==> src/rtl/turn_signal_monitor.sv <==
// turn_signal_monitor
// Lamp-side checker for the turn-signal sequencer. Decodes the left/right
// lamp buses into direction and step, polices sweep order and per-step
// dwell, counts completed sweeps and drives one active-low status digit.
//
// state | meaning
// ------+---------------------------------------------------------------
// IDLE  | both buses dark, waiting for the first step of a sweep
// L1    | left sweep, one lamp lit (001)
// L2    | left sweep, two lamps lit (011)
// L3    | left sweep, three lamps lit (111)
// R1    | right sweep, one lamp lit (100)
// R2    | right sweep, two lamps lit (110)
// R3    | right sweep, three lamps lit (111)
// FLT   | illegal pattern seen, waiting for both buses to go dark

module turn_signal_monitor #(
    parameter int MIN_DWELL = 3,
    parameter int MAX_DWELL = 16
) (
    input  logic       clk,
    input  logic       rst_n,
    input  logic [2:0] leftLight,
    input  logic [2:0] rightLight,
    input  logic       clearFault,
    output logic [1:0] dir,
    output logic [1:0] step,
    output logic       fault,
    output logic [2:0] faultCode,
    output logic [7:0] sweepCount,
    output logic [6:0] HEX3
);

    typedef enum logic [2:0] {
        IDLE = 3'd0,
        L1   = 3'd1,
        L2   = 3'd2,
        L3   = 3'd3,
        R1   = 3'd4,
        R2   = 3'd5,
        R3   = 3'd6,
        FLT  = 3'd7
    } state_t;

    localparam logic [7:0] MIN_D = 8'(MIN_DWELL);
    localparam logic [7:0] MAX_D = 8'(MAX_DWELL);

    localparam logic [6:0] SEG_E     = 7'b0000110;
    localparam logic [6:0] SEG_1     = 7'b1111001;
    localparam logic [6:0] SEG_2     = 7'b0100100;
    localparam logic [6:0] SEG_3     = 7'b0110000;
    localparam logic [6:0] SEG_BLANK = 7'b1111111;

    state_t     state_q, state_d;
    logic [7:0] dwell_q, dwell_d, dwell_inc;
    logic [2:0] code_det;
    logic       sweep_inc;
    logic       fault_d;
    logic [2:0] code_d;
    logic [1:0] dir_d, step_d;
    logic [6:0] hex_d;

    logic       left_legal, right_legal, both_zero;
    logic       is_left, side_ok, at_top;
    logic [2:0] bus, hold_pat, adv_pat;
    state_t     adv_state;

    // Bus legality and the pattern expectations of the current lit step
    always_comb begin
        left_legal  = (leftLight == 3'b000) || (leftLight == 3'b001) ||
                      (leftLight == 3'b011) || (leftLight == 3'b111);
        right_legal = (rightLight == 3'b000) || (rightLight == 3'b100) ||
                      (rightLight == 3'b110) || (rightLight == 3'b111);
        both_zero   = (leftLight == 3'b000) && (rightLight == 3'b000);
        is_left     = (state_q == L1) || (state_q == L2) || (state_q == L3);
        side_ok     = is_left ? (rightLight == 3'b000) : (leftLight == 3'b000);
        bus         = is_left ? leftLight : rightLight;
        at_top      = (state_q == L3) || (state_q == R3);
        hold_pat    = 3'b000;
        adv_pat     = 3'b000;
        adv_state   = IDLE;
        case (state_q)
            L1: begin hold_pat = 3'b001; adv_pat = 3'b011; adv_state = L2; end
            L2: begin hold_pat = 3'b011; adv_pat = 3'b111; adv_state = L3; end
            L3: begin hold_pat = 3'b111; end
            R1: begin hold_pat = 3'b100; adv_pat = 3'b110; adv_state = R2; end
            R2: begin hold_pat = 3'b110; adv_pat = 3'b111; adv_state = R3; end
            R3: begin hold_pat = 3'b111; end
            default: ;
        endcase
    end

    // Next state, dwell counter and fault detection in priority order
    always_comb begin
        state_d   = state_q;
        dwell_d   = dwell_q;
        code_det  = 3'd0;
        sweep_inc = 1'b0;
        dwell_inc = (dwell_q == 8'd255) ? dwell_q : dwell_q + 8'd1;

        if (state_q == FLT) begin
            dwell_d = 8'd0;
            if (both_zero) begin
                state_d = IDLE;
            end
        end else if ((leftLight != 3'b000) && (rightLight != 3'b000)) begin
            code_det = 3'd1;
        end else if (!left_legal || !right_legal) begin
            code_det = 3'd2;
        end else if (both_zero) begin
            state_d   = IDLE;
            dwell_d   = 8'd0;
            sweep_inc = at_top;
        end else if (state_q == IDLE) begin
            if (leftLight == 3'b001) begin
                state_d = L1;
                dwell_d = 8'd1;
            end else if (rightLight == 3'b100) begin
                state_d = R1;
                dwell_d = 8'd1;
            end else begin
                code_det = 3'd3;
            end
        end else if (!side_ok) begin
            code_det = 3'd3;
        end else if (bus == hold_pat) begin
            if (dwell_q >= MAX_D) begin
                code_det = 3'd5;
            end else begin
                dwell_d = dwell_inc;
            end
        end else if (!at_top && (bus == adv_pat)) begin
            if (dwell_q < MIN_D) begin
                code_det = 3'd4;
            end else begin
                state_d = adv_state;
                dwell_d = 8'd1;
            end
        end else begin
            code_det = 3'd3;
        end

        if (code_det != 3'd0) begin
            state_d   = FLT;
            dwell_d   = 8'd0;
            sweep_inc = 1'b0;
        end
    end

    // Sticky fault: first code wins, but a fault coinciding with a clear relatches
    always_comb begin
        fault_d = fault;
        code_d  = faultCode;
        if (code_det != 3'd0) begin
            fault_d = 1'b1;
            if (!fault || clearFault) begin
                code_d = code_det;
            end
        end else if (clearFault) begin
            fault_d = 1'b0;
            code_d  = 3'd0;
        end
    end

    // Output decode from the next state so outputs track the state register
    always_comb begin
        dir_d  = 2'b00;
        step_d = 2'd0;
        case (state_d)
            L1: begin dir_d = 2'b01; step_d = 2'd1; end
            L2: begin dir_d = 2'b01; step_d = 2'd2; end
            L3: begin dir_d = 2'b01; step_d = 2'd3; end
            R1: begin dir_d = 2'b10; step_d = 2'd1; end
            R2: begin dir_d = 2'b10; step_d = 2'd2; end
            R3: begin dir_d = 2'b10; step_d = 2'd3; end
            default: ;
        endcase
        if (fault_d) begin
            hex_d = SEG_E;
        end else begin
            case (step_d)
                2'd1:    hex_d = SEG_1;
                2'd2:    hex_d = SEG_2;
                2'd3:    hex_d = SEG_3;
                default: hex_d = SEG_BLANK;
            endcase
        end
    end

    // State, counters and registered outputs
    always_ff @(posedge clk or negedge rst_n) begin
        if (!rst_n) begin
            state_q    <= IDLE;
            dwell_q    <= 8'd0;
            fault      <= 1'b0;
            faultCode  <= 3'd0;
            sweepCount <= 8'd0;
            dir        <= 2'b00;
            step       <= 2'd0;
            HEX3       <= SEG_BLANK;
        end else begin
            state_q    <= state_d;
            dwell_q    <= dwell_d;
            fault      <= fault_d;
            faultCode  <= code_d;
            sweepCount <= sweep_inc ? sweepCount + 8'd1 : sweepCount;
            dir        <= dir_d;
            step       <= step_d;
            HEX3       <= hex_d;
        end
    end

endmodule

==> config.mk <==
export PLATFORM = sky130hd
export DESIGN_NAME = turn_signal_monitor
export DESIGN_NICKNAME = d
export VERILOG_FILES = /design/src/rtl/turn_signal_monitor.sv
export SDC_FILE = /design/constraint.sdc
export NUM_CORES = 1
export LEC_CHECK = 0
export CAP_MARGIN = 0
export CORE_ASPECT_RATIO = 1.25
export CORE_MARGIN = 3
export CORE_UTILIZATION = 58
export CTS_CLUSTER_DIAMETER = 150
export CTS_CLUSTER_SIZE = 16
export DETAILED_ROUTE_END_ITERATION = 6
export PLACE_DENSITY = 0.94
export SYNTH_ARGS = -nofsm -noshare
export SYNTH_HDL_FRONTEND = slang
export SYNTH_SLANG_ARGS = --single-unit
==> constraint.sdc <==
create_clock -name clk -period 5.9 [get_ports clk]
set_clock_uncertainty 0.05 [all_clocks]
set_input_delay 0.59 -clock clk [delete_from_list [all_inputs] [get_ports clk]]
set_output_delay 0.59 -clock clk [all_outputs]
set_load 0.02 [all_outputs]
==> metrics.md <==
| Metric | Value |
|---|---|
| Slew at the pin with the worst max-slew slack | about 0.78 ns |
| Setup Fix Bufs, Post-CTS | 0 |
| Resize count post-CTS | 0 |
| I/O Buffers | 31 |
| Count of clock tree sinks | 32 |
| Instance count of the mapped netlist | 219 |
| Dominant combinational cell family by area after synthesis | simple AND/OR/NAND/NOR gates |
| Number of buffers created by CTS | 5 |
| Number of antenna violations at the first check in global routing | 0 |
| Final hold violation count | 0 |
| Die area | around 4400 µm² |
| Routed wire length on met2 | 2460 µm |
| CTS Hold Buffers Added | 0 |
| Startpoint of the worst setup timing path | leftLight[1] |
| Proportion of netlist area held by the largest area contributor | 32.1% |
| Period minus WS final | 3.61 ns |
| Static power due to leakage | 0.969 nW |
| Die extent in y | 73.3 µm |
| Data arrival, critical path | 3.67 ns |
| Async set-or-reset flop fraction in the synthesized netlist | between 90% and 100% |
| Fraction of layout cells with a size suffix above 1 | between 10% and 20% |
| Global-route total usage across every layer | 24.5% |
| Most frequently used flop master after synthesis | sky130_fd_sc_hd__dfrtp_1 |
| Sequential group share of total power | 32.3% |
| Clock-pin slew on the worst setup and hold paths | roughly 0.06 ns |
| Vias after detailed routing | 1834 |
| Highest clock rate | 277 MHz |
| Post-synthesis xor/xnor area fraction | ~5% |
| Number of rows created at floorplan | 23 |
| Wire length of the first global-routing pass | 8030 µm |
| Last weighted congestion value of the routability-driven placer | a little over 0.9 |
| Inserted Diodes | 0 |
| Routed length per instance | 17.8 µm |
| Worst slew margin relative to its limit | 47.1% |
| Highest net fanout along the worst path | 9 |
| Maximum number of pins on one net before global-route repair | 33 |
| Simple-Gate Fraction of Synth Area | 25.7% |
| FF-to-FF End | HEX3[4] |
| CTS max path bufs | 2 |
| Clock tree from TritonCTS | yes |
| H-tree Lvls | 2 |
| Cell types occupying the most area after synthesis | sky130_fd_sc_hd__dfrtp_1 (32%), sky130_fd_sc_hd__dfstp_2 (6.2%), sky130_fd_sc_hd__buf_6 (3.2%) |
| Drt first-iter violations | about 150 |
| Multiplexer share of the synthesized area | 2.08% |
| Vias per inst | ~6.5 |
| Count of yosys warnings during synthesis | 0 |
| Delay of the slowest cell on the worst path | ~0.67 ns |
| Startpoint class of the critical path | input pin |
| Number of unique standard cell types used by synthesis | between 70 and 80 |
| Required time of the worst setup path | 5.97 ns |
| Reg2reg path depth | 7 |
| Layout-stage area growth over the synthesis result | 17.0% |
| Average size of a mapped cell | 9.61 µm² |
| Aggregate negative setup slack | 0 ns |
| Most common cell in the synthesized netlist | sky130_fd_sc_hd__dfrtp_1 |
| IO Pins | 32 |
| Routed metal-1 wirelength | 2090 µm |
| Cell chosen for the clock root | sky130_fd_sc_hd__clkbuf_8 |
| Pwr Density | 433 nW/µm² |
| VDD IR max | ~330 µV |
| Switching share of power | 40.8% |
| NumNets Final | 255 |
| Number of max-slew violations in the final report | 0 |
| Slowest cell on the critical path | sky130_fd_sc_hd__a2111oi_0 |
| Final Routed Wirelength | around 5000 µm |
| Adder-cell share of the synthesized area | 1.78% |
| Chip Width | approximately 60 µm |
| Fraction of the mapped netlist area in compound gates | 19.6% |
| Core Footprint | 3340 µm² |
| DP Area | 2350 µm² |
| Worst R2R Setup Slack | 2.60 ns |
| FF+latch count, synth | 32 |
| Worst-path cell chain | clkdlybuf4s50_1 -> or3_1 -> o31ai_1 -> a21oi_2 -> nor4_1 -> o21ai_0 -> and4_4 -> a2111oi_0 |
| Effective utilization at floorplan | a little over three fifths |
| CP endpoint | HEX3[4] |
| Number of search-and-repair iterations in the first detailed-routing pass | 5 |
| Endpoint class of the critical path | flop |
| Combinational cell fraction of total power | 48.7% |
| Class of the most critical hold timing path | reg2reg |
| Finished layout cell area | 2460 µm² |
| Number of endpoints failing setup at the final stage | 0 |
| Synthesized cell area | 2100 µm² |
| Sequential-to-total area share from yosys stat | a little under two fifths |
| DP HPWL | 3440 µm |
| Worst-Skew Late Latency | 0.28 ns |
| Status | finished, final reports clean |
| Post-synth top area cell | sky130_fd_sc_hd__dfrtp_1 |
| DRC violation count after routing | 0 |
| Net switching power | 0.000435 W |
| Maximum Capacitance Violations | 0 |
| Unrepaired setup endpoints after global routing | false |
| Class of the most critical setup path | in2reg |
| Clock network fraction of total power | 18.9% |
| Topmost layer with routed signal wires | met4 |
| Met3 routed WL | ~280 µm |
| Synth cell count leaders | sky130_fd_sc_hd__dfrtp_1 (27), sky130_fd_sc_hd__nor2_1 (14), sky130_fd_sc_hd__nand2_1 (13) |
| Overall overflow remaining after global route | 0 |
| Final period util | about three fifths |
| Reg-to-reg critical path startpoint | state_q[1] |
| Antenna Violating Nets Remaining | 0 |
| Vias in the first global route | 1736 |
| Internal power | about 0.00063 W |
| Count of flip-flops with a built-in enable after synthesis | 0 |
registers in the layout, summed over array words and instances (netlist names):
signal,cells
HEX3,5
dir,2
dwell_q,8
fault,1
faultCode,3
state_q,3
step,2
sweepCount,8
power groups by stage:
stage                     Sequential (W)  Combinational [W]  Clock (W)
final                           0.000345           0.000519   0.000202
after global routing            0.000350           0.000558   0.000217
after floorplan                 0.000362           0.000354          0
after CTS                       0.000343           0.000516   0.000208
after detailed placement        0.000346           0.000509          0
after global placement          0.000342           0.000494          0
worst min-delay path by stage:
stage / start / to / slack [ns] / depth (start not counted)
floorplan: rst_n / dir[0] / 0.24 / 0
global placement: sweepCount[7] / sweepCount[7] / 0.41 / 1
detailed placement: sweepCount[7] / sweepCount[7] / 0.42 / 1
CTS: sweepCount[7] / sweepCount[7] / 0.43 / 1
global route: sweepCount[7] / sweepCount[7] / 0.45 / 1
finish: sweepCount[7] / sweepCount[7] / 0.43 / 1
cell usage in the layout, fill, tap and decap left out, drive strengths merged, types with 6 or more instances in the layout:
cell type,netlist,layout
clkdlybuf4s50,0,31
dfrtp,27,27
nor2,15,15
nand2,14,14
inv,9,9
nor3,9,9
nor4,9,9
nand2b,8,8
nand3,8,8
xor2,6,6
xnor2,6,6
a21oi,6,6
clkbuf,3,6
cell families (layout without fill, tap and decap cells):
group | Yosys count | after routing
multiplexers | 3 | 3
flip-flops | 32 | 32
adder cells (fa/ha/maj) | 3 | 3
AND/OR/NAND/NOR | 94 | 94
AO/OA/AOI/OAI | 48 | 48
buffers and inverters | 26 | 49
XOR/XNOR | 12 | 12
other | 1 | 3
critical path: cells and delay by family:
family / cells / cell delay, ns
buf+inv: 1 / 0.63
simple gates: 3 / 1.21
compound gates: 4 / 1.25
area by class of cell:
cell class / instances / area (µm²)
Multi-Input combinational cell: 163 / 1150
Clock buffer: 6 / 72.6
Clock inverter: 2 / 35.0
Tap cell: 37 / 46.3
Inverter: 9 / 33.8
Sequential cell: 32 / 807
Timing Repair Buffer: 32 / 318
Fill cell: 242 / 876
per-layer routing:
layer	vias to the layer above	track usage [%]
li1	855	-
met1	867	30.9
met2	90	39.7
met3	22	4.92
met4	0	11.8
met5	-	0
stage by stage:
stage / setup WS [ns] / std cells / hold slack [ns] / total power, W / util, %
2_1_floorplan: 3.19 / 221 / 0.244 / 0.000716 / -
3_3_place_gp: 2.38 / 273 / 0.410 / 0.000836 / 70.5
3_5_place_dp: 2.10 / 273 / 0.420 / 0.000854 / 70.5
4_1_cts: 2.35 / 281 / 0.429 / 0.00107 / 73.8
5_1_grt: 2.19 / 281 / 0.451 / 0.00113 / 73.8
6_report: 2.29 / 281 / 0.427 / 0.00107 / 73.8
(Power assumes the default switching activity.)
